--- config.mk ---
export PLATFORM = sky130hd
export DESIGN_NAME = dds_demodulation_flat
export DESIGN_NICKNAME = d
export VERILOG_FILES = /design/src/rtl/dds_mod_pkg.sv /design/src/rtl/dds_demodulation_if.sv /design/src/rtl/dds_demod_mac.sv /design/src/rtl/dds_demodulation.sv /design/src/flat_wrapper.sv
export SDC_FILE = /design/constraint.sdc
export NUM_CORES = 1
export LEC_CHECK = 0
export ABC_AREA = 0
export BUFFER_PORTS_ARGS = -buffer_cell sky130_fd_sc_hd__buf_4
export CORE_ASPECT_RATIO = 0.9
export CORE_UTILIZATION = 40
export CTS_BUF_LIST = sky130_fd_sc_hd__clkbuf_4 sky130_fd_sc_hd__clkbuf_8
export DETAILED_ROUTE_END_ITERATION = 10
export GPL_ROUTABILITY_DRIVEN = 0
export GPL_TIMING_DRIVEN = 0
export SYNTH_ARGS = -nofsm -noshare
export SYNTH_HDL_FRONTEND = slang
export SYNTH_SLANG_ARGS = --single-unit
--- constraint.sdc ---
create_clock -name clk -period 3.2 [get_ports clk]
set_input_delay 0.16 -clock clk [delete_from_list [all_inputs] [get_ports clk]]
set_output_delay 0.16 -clock clk [all_outputs]
set_load 0.03 [all_outputs]
--- src/rtl/dds_mod_pkg.sv ---
// Shared definitions for the DDS modulator/demodulator pair: mode codes,
// datapath widths and small helpers used by both ends of the link.
package dds_mod_pkg;

  localparam int SAMPLE_W = 12;
  localparam int LEN_W    = 10;
  localparam int ACC_W    = 34;
  localparam int THR_W    = 22;
  localparam int MOD_W    = 4;
  localparam int BITCNT_W = 16;

  typedef enum logic [MOD_W-1:0] {
    MOD_OOK  = 4'b0000,
    MOD_FSK  = 4'b0001,
    MOD_BPSK = 4'b0010,
    MOD_LFSR = 4'b0011
  } mod_e;

  typedef enum logic {
    ST_IDLE = 1'b0,
    ST_RUN  = 1'b1
  } demod_state_e;

  // Modes the demodulator can actually recover; everything else parks it.
  function automatic logic mode_supported(input logic [MOD_W-1:0] m);
    return (m == MOD_OOK) || (m == MOD_BPSK) || (m == MOD_LFSR);
  endfunction

  // A programmed length of zero behaves as a one-sample symbol.
  function automatic logic [LEN_W-1:0] eff_len(input logic [LEN_W-1:0] len);
    return (len == '0) ? LEN_W'(1) : len;
  endfunction

endpackage

--- src/rtl/dds_demodulation_if.sv ---
// Sample stream, configuration and recovered-bit signals of the demodulator.
interface dds_demodulation_if;
  import dds_mod_pkg::*;

  logic signed [SAMPLE_W-1:0] in_sample;
  logic                       sample_valid;
  logic signed [SAMPLE_W-1:0] ref_carrier;
  logic [MOD_W-1:0]           modulation;
  logic [LEN_W-1:0]           symbol_len;
  logic [THR_W-1:0]           threshold;
  logic                       symbol_start;
  logic                       bit_out;
  logic                       bit_valid;
  logic [BITCNT_W-1:0]        bit_count;

  modport master (
    output in_sample, sample_valid, ref_carrier, modulation,
           symbol_len, threshold, symbol_start,
    input  bit_out, bit_valid, bit_count
  );

  modport slave (
    input  in_sample, sample_valid, ref_carrier, modulation,
           symbol_len, threshold, symbol_start,
    output bit_out, bit_valid, bit_count
  );
endinterface

--- src/rtl/dds_demod_mac.sv ---
// Two-stage multiply/accumulate core: stage 1 forms the per-sample term for
// the active mode, stage 2 integrates it over a symbol and counts samples.
module dds_demod_mac
  import dds_mod_pkg::*;
#(
  parameter int DATA_W = SAMPLE_W,
  parameter int COEF_W = SAMPLE_W
)
(
  input  logic                     clk,
  input  logic                     reset_n,
  input  logic signed [DATA_W-1:0] sample_i,
  input  logic signed [COEF_W-1:0] ref_i,
  input  logic [MOD_W-1:0]         mode_i,
  input  logic                     vld_i,
  input  logic                     acc_en_i,
  input  logic                     clr_i,
  output logic                     vld_p1_o,
  output logic signed [ACC_W-1:0]  acc_sum_o,
  output logic [LEN_W:0]           cnt_inc_o
);

  localparam int PROD_W = DATA_W + COEF_W;

  logic signed [PROD_W-1:0] term_d;
  logic signed [PROD_W-1:0] term_p1_q;
  logic                     vld_p1_q;
  logic signed [ACC_W-1:0]  acc_p2_d;
  logic signed [ACC_W-1:0]  acc_p2_q;
  logic [LEN_W-1:0]         cnt_p2_d;
  logic [LEN_W-1:0]         cnt_p2_q;

  // Magnitude in the wider product width so that -2048 maps to +2048.
  function automatic logic signed [PROD_W-1:0] magnitude(input logic signed [DATA_W-1:0] x);
    logic signed [PROD_W-1:0] xe;
    xe = {{COEF_W{x[DATA_W-1]}}, x};
    return xe[PROD_W-1] ? -xe : xe;
  endfunction

  // ---- stage 0 -> 1: per-sample term ----
  // Select the term the current mode integrates.
  always_comb begin
    term_d = '0;
    case (mode_i)
      MOD_OOK:  term_d = magnitude(sample_i);
      MOD_BPSK: term_d = sample_i * ref_i;
      MOD_LFSR: term_d = (sample_i == $signed({1'b1, {(DATA_W-1){1'b0}}}))
                         ? {{(PROD_W-1){1'b0}}, 1'b1} : '0;
      default:  term_d = '0;
    endcase
  end

  // Stage 1 register; reloaded every cycle so stale terms never linger.
  always_ff @(posedge clk or negedge reset_n) begin
    if (!reset_n) begin
      vld_p1_q  <= 1'b0;
      term_p1_q <= '0;
    end else begin
      vld_p1_q  <= vld_i;
      term_p1_q <= term_d;
    end
  end

  // ---- stage 1 -> 2: symbol integration ----
  assign acc_sum_o = acc_p2_q + $signed({{(ACC_W-PROD_W){term_p1_q[PROD_W-1]}}, term_p1_q});
  assign cnt_inc_o = {1'b0, cnt_p2_q} + (LEN_W+1)'(1);
  assign vld_p1_o  = vld_p1_q;

  // Clear wins over accumulate so a decision or realignment starts fresh.
  always_comb begin
    acc_p2_d = acc_p2_q;
    cnt_p2_d = cnt_p2_q;
    if (clr_i) begin
      acc_p2_d = '0;
      cnt_p2_d = '0;
    end else if (acc_en_i) begin
      acc_p2_d = acc_sum_o;
      cnt_p2_d = cnt_inc_o[LEN_W-1:0];
    end
  end

  // Stage 2 register: running sum and sample count of the current symbol.
  always_ff @(posedge clk or negedge reset_n) begin
    if (!reset_n) begin
      acc_p2_q <= '0;
      cnt_p2_q <= '0;
    end else begin
      acc_p2_q <= acc_p2_d;
      cnt_p2_q <= cnt_p2_d;
    end
  end

endmodule

--- src/rtl/dds_demodulation.sv ---
// DDS demodulator top: mode FSM, end-of-symbol decision and bit counter
// wrapped around the MAC core.
module dds_demodulation
  import dds_mod_pkg::*;
(
  input  logic              clk,
  input  logic              reset_n,
  dds_demodulation_if.slave bus
);

  demod_state_e             state_q;
  demod_state_e             state_d;
  logic                     run;
  logic [MOD_W-1:0]         mode_q;
  logic                     mode_chg;
  logic                     vld_in;
  logic                     vld_p1;
  logic                     acc_en;
  logic                     clr;
  logic                     decide;
  logic signed [ACC_W-1:0]  acc_sum;
  logic [LEN_W:0]           cnt_inc;
  logic [LEN_W-1:0]         len_eff;
  logic                     bit_out_d;
  logic                     bit_out_q;
  logic                     bit_valid_d;
  logic                     bit_valid_q;
  logic [BITCNT_W-1:0]      bit_count_d;
  logic [BITCNT_W-1:0]      bit_count_q;

  // Slicer for a completed symbol; threshold and length are taken live.
  function automatic logic decide_bit(input logic [MOD_W-1:0]       mode,
                                      input logic signed [ACC_W-1:0] acc,
                                      input logic [LEN_W-1:0]        len,
                                      input logic [THR_W-1:0]        thr);
    logic signed [ACC_W-1:0] thr_s;
    logic signed [ACC_W-1:0] half_s;
    logic                    b;
    thr_s  = $signed({{(ACC_W-THR_W){1'b0}}, thr});
    half_s = $signed({{(ACC_W-LEN_W){1'b0}}, len >> 1});
    case (mode)
      MOD_BPSK: b = acc[ACC_W-1];
      MOD_LFSR: b = (acc > half_s);
      default:  b = (acc >= thr_s);
    endcase
    return b;
  endfunction

  assign len_eff  = eff_len(bus.symbol_len);
  assign mode_chg = (bus.modulation != mode_q);
  assign vld_in   = bus.sample_valid && mode_supported(bus.modulation);

  // FSM state and previous-mode registers.
  always_ff @(posedge clk or negedge reset_n) begin
    if (!reset_n) begin
      state_q <= ST_IDLE;
      mode_q  <= '0;
    end else begin
      state_q <= state_d;
      mode_q  <= bus.modulation;
    end
  end

  // Supported modes run, FSK and reserved codes park the block.
  always_comb begin
    state_d = mode_supported(bus.modulation) ? ST_RUN : ST_IDLE;
  end

  // FSM output: integration is only enabled while running.
  always_comb begin
    run = (state_q == ST_RUN);
  end

  dds_demod_mac #(
    .DATA_W (SAMPLE_W),
    .COEF_W (SAMPLE_W)
  ) u_mac (
    .clk       (clk),
    .reset_n   (reset_n),
    .sample_i  (bus.in_sample),
    .ref_i     (bus.ref_carrier),
    .mode_i    (bus.modulation),
    .vld_i     (vld_in),
    .acc_en_i  (acc_en),
    .clr_i     (clr),
    .vld_p1_o  (vld_p1),
    .acc_sum_o (acc_sum),
    .cnt_inc_o (cnt_inc)
  );

  // ---- stage 2: decision, alongside the accumulate ----
  // A mode change throws away whatever symbol was in flight, including one
  // that would have completed on this very edge.
  always_comb begin
    acc_en = run && vld_p1;
    decide = acc_en && !mode_chg && (cnt_inc >= {1'b0, len_eff});
    clr    = !run || decide || bus.symbol_start || mode_chg;
  end

  // Output next-state: strobe on decision, hold the bit otherwise.
  always_comb begin
    bit_valid_d = decide;
    bit_out_d   = bit_out_q;
    bit_count_d = bit_count_q;
    if (decide) begin
      bit_out_d   = decide_bit(bus.modulation, acc_sum, len_eff, bus.threshold);
      bit_count_d = bit_count_q + BITCNT_W'(1);
    end
  end

  // Output registers.
  always_ff @(posedge clk or negedge reset_n) begin
    if (!reset_n) begin
      bit_valid_q <= 1'b0;
      bit_out_q   <= 1'b0;
      bit_count_q <= '0;
    end else begin
      bit_valid_q <= bit_valid_d;
      bit_out_q   <= bit_out_d;
      bit_count_q <= bit_count_d;
    end
  end

  assign bus.bit_valid = bit_valid_q;
  assign bus.bit_out   = bit_out_q;
  assign bus.bit_count = bit_count_q;

endmodule

--- src/flat_wrapper.sv ---
// flat-port wrapper written by rule: the top's interface ports become plain ports
module dds_demodulation_flat import dds_mod_pkg::*;
  (clk, reset_n, bus_in_sample, bus_sample_valid, bus_ref_carrier, bus_modulation, bus_symbol_len, bus_threshold, bus_symbol_start, bus_bit_out, bus_bit_valid, bus_bit_count);
  dds_demodulation_if bus_i ();
  input  logic clk;
  input  logic reset_n;
  input wire logic [$bits(bus_i.in_sample)-1:0] bus_in_sample;
  input wire logic [$bits(bus_i.sample_valid)-1:0] bus_sample_valid;
  input wire logic [$bits(bus_i.ref_carrier)-1:0] bus_ref_carrier;
  input wire logic [$bits(bus_i.modulation)-1:0] bus_modulation;
  input wire logic [$bits(bus_i.symbol_len)-1:0] bus_symbol_len;
  input wire logic [$bits(bus_i.threshold)-1:0] bus_threshold;
  input wire logic [$bits(bus_i.symbol_start)-1:0] bus_symbol_start;
  output wire logic [$bits(bus_i.bit_out)-1:0] bus_bit_out;
  output wire logic [$bits(bus_i.bit_valid)-1:0] bus_bit_valid;
  output wire logic [$bits(bus_i.bit_count)-1:0] bus_bit_count;
  assign bus_i.in_sample = bus_in_sample;
  assign bus_i.sample_valid = bus_sample_valid;
  assign bus_i.ref_carrier = bus_ref_carrier;
  assign bus_i.modulation = bus_modulation;
  assign bus_i.symbol_len = bus_symbol_len;
  assign bus_i.threshold = bus_threshold;
  assign bus_i.symbol_start = bus_symbol_start;
  assign bus_bit_out = bus_i.bit_out;
  assign bus_bit_valid = bus_i.bit_valid;
  assign bus_bit_count = bus_i.bit_count;
  dds_demodulation u_core (.clk(clk), .reset_n(reset_n), .bus(bus_i));
endmodule
# Word-level counts from Yosys, hierarchy flattened
# Index checks and enable logic that the tools add are counted.
[totals]
regBits = 92
inputBits = 64
output_inout_bits = 18
word_cells = 45
[op_classes]
n_addsub = 4
n_mul = 1
order_cmp = 3
eq_ne = 4
mux = 10
n_reduce_logical = 14
[op_table]
columns = ["op", "count"]
rows = [
  ["one-hot mux 24 bit (3 select lines)", 1],
  ["two-way mux 34 bit", 2],
  ["adder 34 x 24 -> 34 bit", 1],
  [">= comparator 34 x 23 -> 1 bit", 1],
  ["greater-than comparator 34 x 10 -> 1 bit", 1],
  ["two-way mux 10 bit", 3],
  ["multiplier 12 x 12 -> 24 bit", 1],
  ["two-way mux 24 bit", 1],
  ["negator 12 -> 24 bit", 1],
  ["adder 16 x 1 -> 16 bit (second input constant)", 1],
  ["equality test 12 bit (second input constant)", 1],
  ["adder 10 x 1 -> 11 bit (second input constant)", 1],
  [">= comparator 11 x 10 -> 1 bit", 1],
  ["logical NOT 10 bit", 1],
  ["equality test 4 x 2 -> 1 bit (second input constant)", 2],
  ["logical OR 1 bit", 5],
  ["logical AND 1 bit", 4],
  ["logical NOT 4 bit", 1],
  ["inequality test 4 bit", 1],
  ["logical NOT 1 bit", 2],
  ["two-way mux 1 bit", 2],
  ["one-hot mux 1 bit (2 select lines)", 1],
  ["nonzero test 2 bit", 1],
]

# Logic depth before layout (Yosys ltp)
[logic_depth]
ltp_word = 8
depth_mapped = 24
mapped_depth_nobuf = 22

# Cells and area by module
# From an unflattened synthesis, not the netlist that was laid out.
[unflattened]
cells_unflattened = 1414
area_unflattened_um2 = 12554.5
[modules_own_cells]
columns = ["mod", "instances", "cells_per_inst", "area_each_um2", "seq_area_each_um2"]
rows = [
  ["dds_demod_mac", 1, 1167, 10412.5, 1726.7],
  ["dds_demodulation", 1, 247, 2142.1, 575.6],
]

# Least setup slack after synthesis
# No wires, ideal clock.
[synth_timing]
kind = "input port to flip-flop"
from = "input bus_in_sample[5]"
to = "register u_core.u_mac.term_p1_q[23]"
setup_ps = 87
arrival_time_ps = 5261
required_time_ps = 3113
setup_slack_ps = -2148
stages = 22
path_buffers = 2
path_cell_list = "clkbuf_1 -> clkbuf_1 -> nand2_1 -> fa_1 -> inv_1 -> ha_1 -> fa_1 -> inv_1 -> fa_1 -> fa_1 -> inv_1 -> ha_1 -> a21o_1 -> a21oi_1 -> o21bai_1 -> a21oi_1 -> o21ai_0 -> a41oi_1 -> a211oi_1 -> nor3_1 -> nor3_1 -> nor3_1"
[synth_between]
elab_chain_len = 3
word_cells_on_any_way = 4
cone_classes = "add/sub (1); mul (1); mux (2)"
[synth_rtl]
columns = ["item", "line", "rtl"]
rows = [
  ["start: declaration", "flat_wrapper.sv:7", "input wire logic [$bits(bus_i.in_sample)-1:0] bus_in_sample;"],
  ["branches (longest 2 deep; another with multiplier 12 x 12 -> 24 bit)", "n/a", ""],
  ["one-hot mux 24 bit (3 select lines) (*)", "dds_demod_mac.sv:44", "case (mode_i)"],
  ["net u_core.u_mac.term_d[23]", "dds_demod_mac.sv:25", "logic signed [PROD_W-1:0] term_d;"],
  ["end signal: assignment", "dds_demod_mac.sv:60", "term_p1_q <= term_d;"],
  ["end: declaration", "dds_demod_mac.sv:26", "logic signed [PROD_W-1:0] term_p1_q;"],
]
# Mark *: on every way through the listed nets, which the timed path passes.
# A chain may end at the register's enable or synchronous reset.

# Worst setup path after layout
[layout_timing]
from = "input bus_ref_carrier[1]"
to = "register u_core.u_mac.term_p1_q[19]"
[layout_between]
elab_chain_len = 2
[layout_rtl]
columns = ["item", "line", "rtl"]
rows = [
  ["start: declaration", "flat_wrapper.sv:9", "input wire logic [$bits(bus_i.ref_carrier)-1:0] bus_ref_carrier;"],
  ["multiplier 12 x 12 -> 24 bit", "dds_demod_mac.sv:46", "MOD_BPSK: term_d = sample_i * ref_i;"],
  ["one-hot mux 24 bit (3 select lines)", "dds_demod_mac.sv:44", ""],
  ["net u_core.u_mac.term_d[19]", "dds_demod_mac.sv:25", ""],
]
# The timed path passes the listed nets, and every way through them passes these cells.

==> impl_results.md <==
* Outcome: finished with violations
* Failing checks: setup timing
* Placed cells at 1836
* Routing usage on met2 at 35.2%
* Most frequent cell after synthesis: inv_1
* Post-synthesis simple-gate area fraction at 15.4%
* CTS sink count at 92
* Largest net degree at the start of global routing at 93
* Max Clk Rate at 222 MHz
* Final worst-path cycle share at 141%
* Final hold vios at 0
* Full die area at 30900 um2
* Diodes inserted at 0
* FF/Latch Area at 2300 um2
* Layout cells sized above 1 at 29.7%
* Main combinational cell family by area after synthesis: adder cells
* Library cells used by synthesis at 69
* Starting Density at 41.2%
* Arr. time, crit path at 4.77 ns
* Max VDD drop at 0.000993 V
* Post-Synth XOR/XNOR Area at 6.31%
* Max transition margin at 18.7%
* Slew @ Worst Pin at 1.22 ns
* Vias in the first global route at 10200
* Synth top area share at 23.1%
* EDFF count, synth at 0
* P_leak at 8.10 nW
* Met1 GRT Util at 30.5%
* Sequential share of the synthesized area at 19.1%
* Mux cell area share after synthesis at 0.342%
* Design Area, Final at 16200 um2
* Largest cells by area after synthesis: fa_1 23%, dfrtp_1 19%, ha_1 13%
* Row count at 59
* WL per Instance at 16.2 um
* Most used flip-flop cell after synthesis: dfrtp_1
* Min Tclk post-route at 4.51 ns
* Final non-filler cell total at 1975
* Maximum fanout along the worst path at 6
* RSZ-0062 raised after global routing: true
* Busiest grt layer: met2
* DP HPWL at 24.0 mm
* Root Driver: clkbuf_8
* Met3 usage at 2.86%
* Clock buffer depth at 2
* Mapped Cells at 1361
* Syn nets at 1692
* Final setup skew at 0.0132 ns
* Clock H-tree levels at 3
* Max-cap violations at 0
* Port bufs at 79
* Core ar. at 29300 um2
* Vias per cell at 5.13
* Yosys warnings at 0
* CP required at 3.45 ns
* Area taken by multi-input logic gates at 9870 um2
* Total CTS buffers at 9
* DRT Pass-1 Iters at 5
* Total power at 0.0140 W
* Synth Register Bits at 92
* Synth top cells by count: 236 x inv_1, 158 x nand2_1, 139 x fa_1
* Residual DRC count at 0
* GRT Util Overall at 21.4%
* Worst-Skew Late Latency at 0.39 ns
* Filler cell count at 2616
* Crit. End Element: register
* Placed Area at 13700 um2
* Gr ovfl total at 0
* Pwr/cell area at 863 nW/um2
* CP Class: in2reg
* Die Height at 167 um
* Final Net Count at 1905
* Final wirelength at 32.0 mm
* Synth area leader: fa_1
* # IOs at 82
* Pre-CTS setup slack at -2.00 ns
* Initial antenna violation count at 1
* Final setup fails at 22
* Async SR Flop Fraction at 100%
* Antenna Nets Post-Route at 0
* Worst Hold Class: in2async
* CTS tree: built
* Worst-path clk slew at 0.10 ns
* Die Wd at 185 um
* Via count at 10100
* Mean area per synthesized cell at 8.87 um2
* Setup slack after layout at -1.31 ns
* Area Growth Syn to Fin at 34.5%
* Cell Area, Synth at 12100 um2
* Synth Area in Adders at 36.3%
* Compound-Gate Fraction of Synth Area at 13.6%
* Worst setup SP type: input port
* First-pass GRT wire length at 52.1 mm
* Iter 0 DRT Violations at 481
* Final Max Tran Viols at 0
final timing paths:
kind                                           start                          to  slack [ns]  depth (start not counted)
min in group clk                  bus_ref_carrier[0]   u_core.u_mac.term_p1_q[0]        0.10                          3
max in group asynchronous                    reset_n    u_core.u_mac.cnt_p2_q[1]        2.37                          1
min reg2reg                 u_core.bus.bit_count[15]    u_core.bus.bit_count[15]        0.48                          1
max reg2reg                u_core.u_mac.term_p1_q[0]          u_core.bus.bit_out       -0.66                         18
min                                          reset_n    u_core.bus.bit_count[12]       0.008                          1
max                               bus_ref_carrier[1]  u_core.u_mac.term_p1_q[19]       -1.31                         23
per-layer routing:
layer / vias to the layer above / part of all wire (%)
met3: 14 / 3.9
met4: 0 / 0.70
met5: - / 0
met2: 187 / 48
li1: 4880 / -
met1: 5055 / 48
final cells by class:
type | instances | share of cell area, %
tap | 396 | 3.05
sequential | 92 | 14.2
buffer | 45 | 3.82
clock buffer | 9 | 0.763
clock inverter | 7 | 0.354
multi-input combinational | 985 | 60.8
timing repair buffer | 204 | 11.5
inverter | 237 | 5.53
cells in the final DEF (no fill, tap or decap), types with 36 or more instances in the layout:
master and count:
and2_1 46, nand2_1 131, ha_1 99, xnor2_1 36, inv_1 206, nor2_1 46
xor2_1 36, buf_4 152, dfrtp_1 91, fa_1 129
sequential cells by signal (all words and copies together) (netlist names):
| register | flops |
|---|---|
| u_core.bus.bit_count | 16 |
| u_core.bus.bit_out | 1 |
| u_core.bus.bit_valid | 1 |
| u_core.mode_q | 4 |
| u_core.run | 1 |
| u_core.u_mac.acc_p2_q | 34 |
| u_core.u_mac.cnt_p2_q | 10 |
| u_core.u_mac.term_p1_q | 24 |
| u_core.u_mac.vld_p1_o | 1 |
cell families (layout without fill, tap and decap cells):
logic type               after synthesis  count (layout)
AO/OA/AOI/OAI                        240             240
buffers and inverters                284             502
adder cells (fa/ha/maj)              267             267
XOR/XNOR                              87              87
multiplexers                           4               4
flip-flops                            92              92
AND/OR/NAND/NOR                      387             387
per-stage QoR:
stage,setup TNS (ns),util (%),hold WS (ns)
detailed placement,-37.35,46.7,0.318
CTS,-15.94,52.6,0.0633
global placement,-35.77,46.7,0.318
floorplan,-15.70,-,-0.136
global route,-20.44,55.4,0.104
finish,-17.19,55.4,0.00838
power by group:
| part | leakage [nW] | internal, W | switching (W) |
|---|---|---|---|
| sequential | 1.27 | 0.00124 | 0.0000540 |
| clock | 0.0881 | 0.000293 | 0.000480 |
| combinational | 6.74 | 0.00588 | 0.00606 |
| total | 8.10 | 0.00741 | 0.00660 |
worst max-delay path, stage by stage:
cell	delay (ns)
buf_8	0.08
clkbuf_16	0.15
nand2_4	0.05
fa_1	0.56
inv_2	0.05
ha_4	0.23
fa_1	0.52
inv_2	0.04
fa_1	0.49
fa_1	0.56
inv_2	0.05
ha_4	0.24
a21o_1	0.20
a21oi_4	0.19
o21bai_4	0.10
a21oi_4	0.16
o21ai_4	0.08
a41oi_4	0.24
buf_4	0.17
a21oi_2	0.04
a21oi_1	0.17
xor2_1	0.17
nor2_1	0.05
what timing repair did:
action	CTS	global route
hold buffers	5	0
cloned	1	2
setup endpoints to repair	71	72
setup buffers	79	42
pin swaps	83	95
gates resized for setup	169	118
endpoints found under the hold margin	5	0
Note: power is estimated with default switching activity, not from simulation.
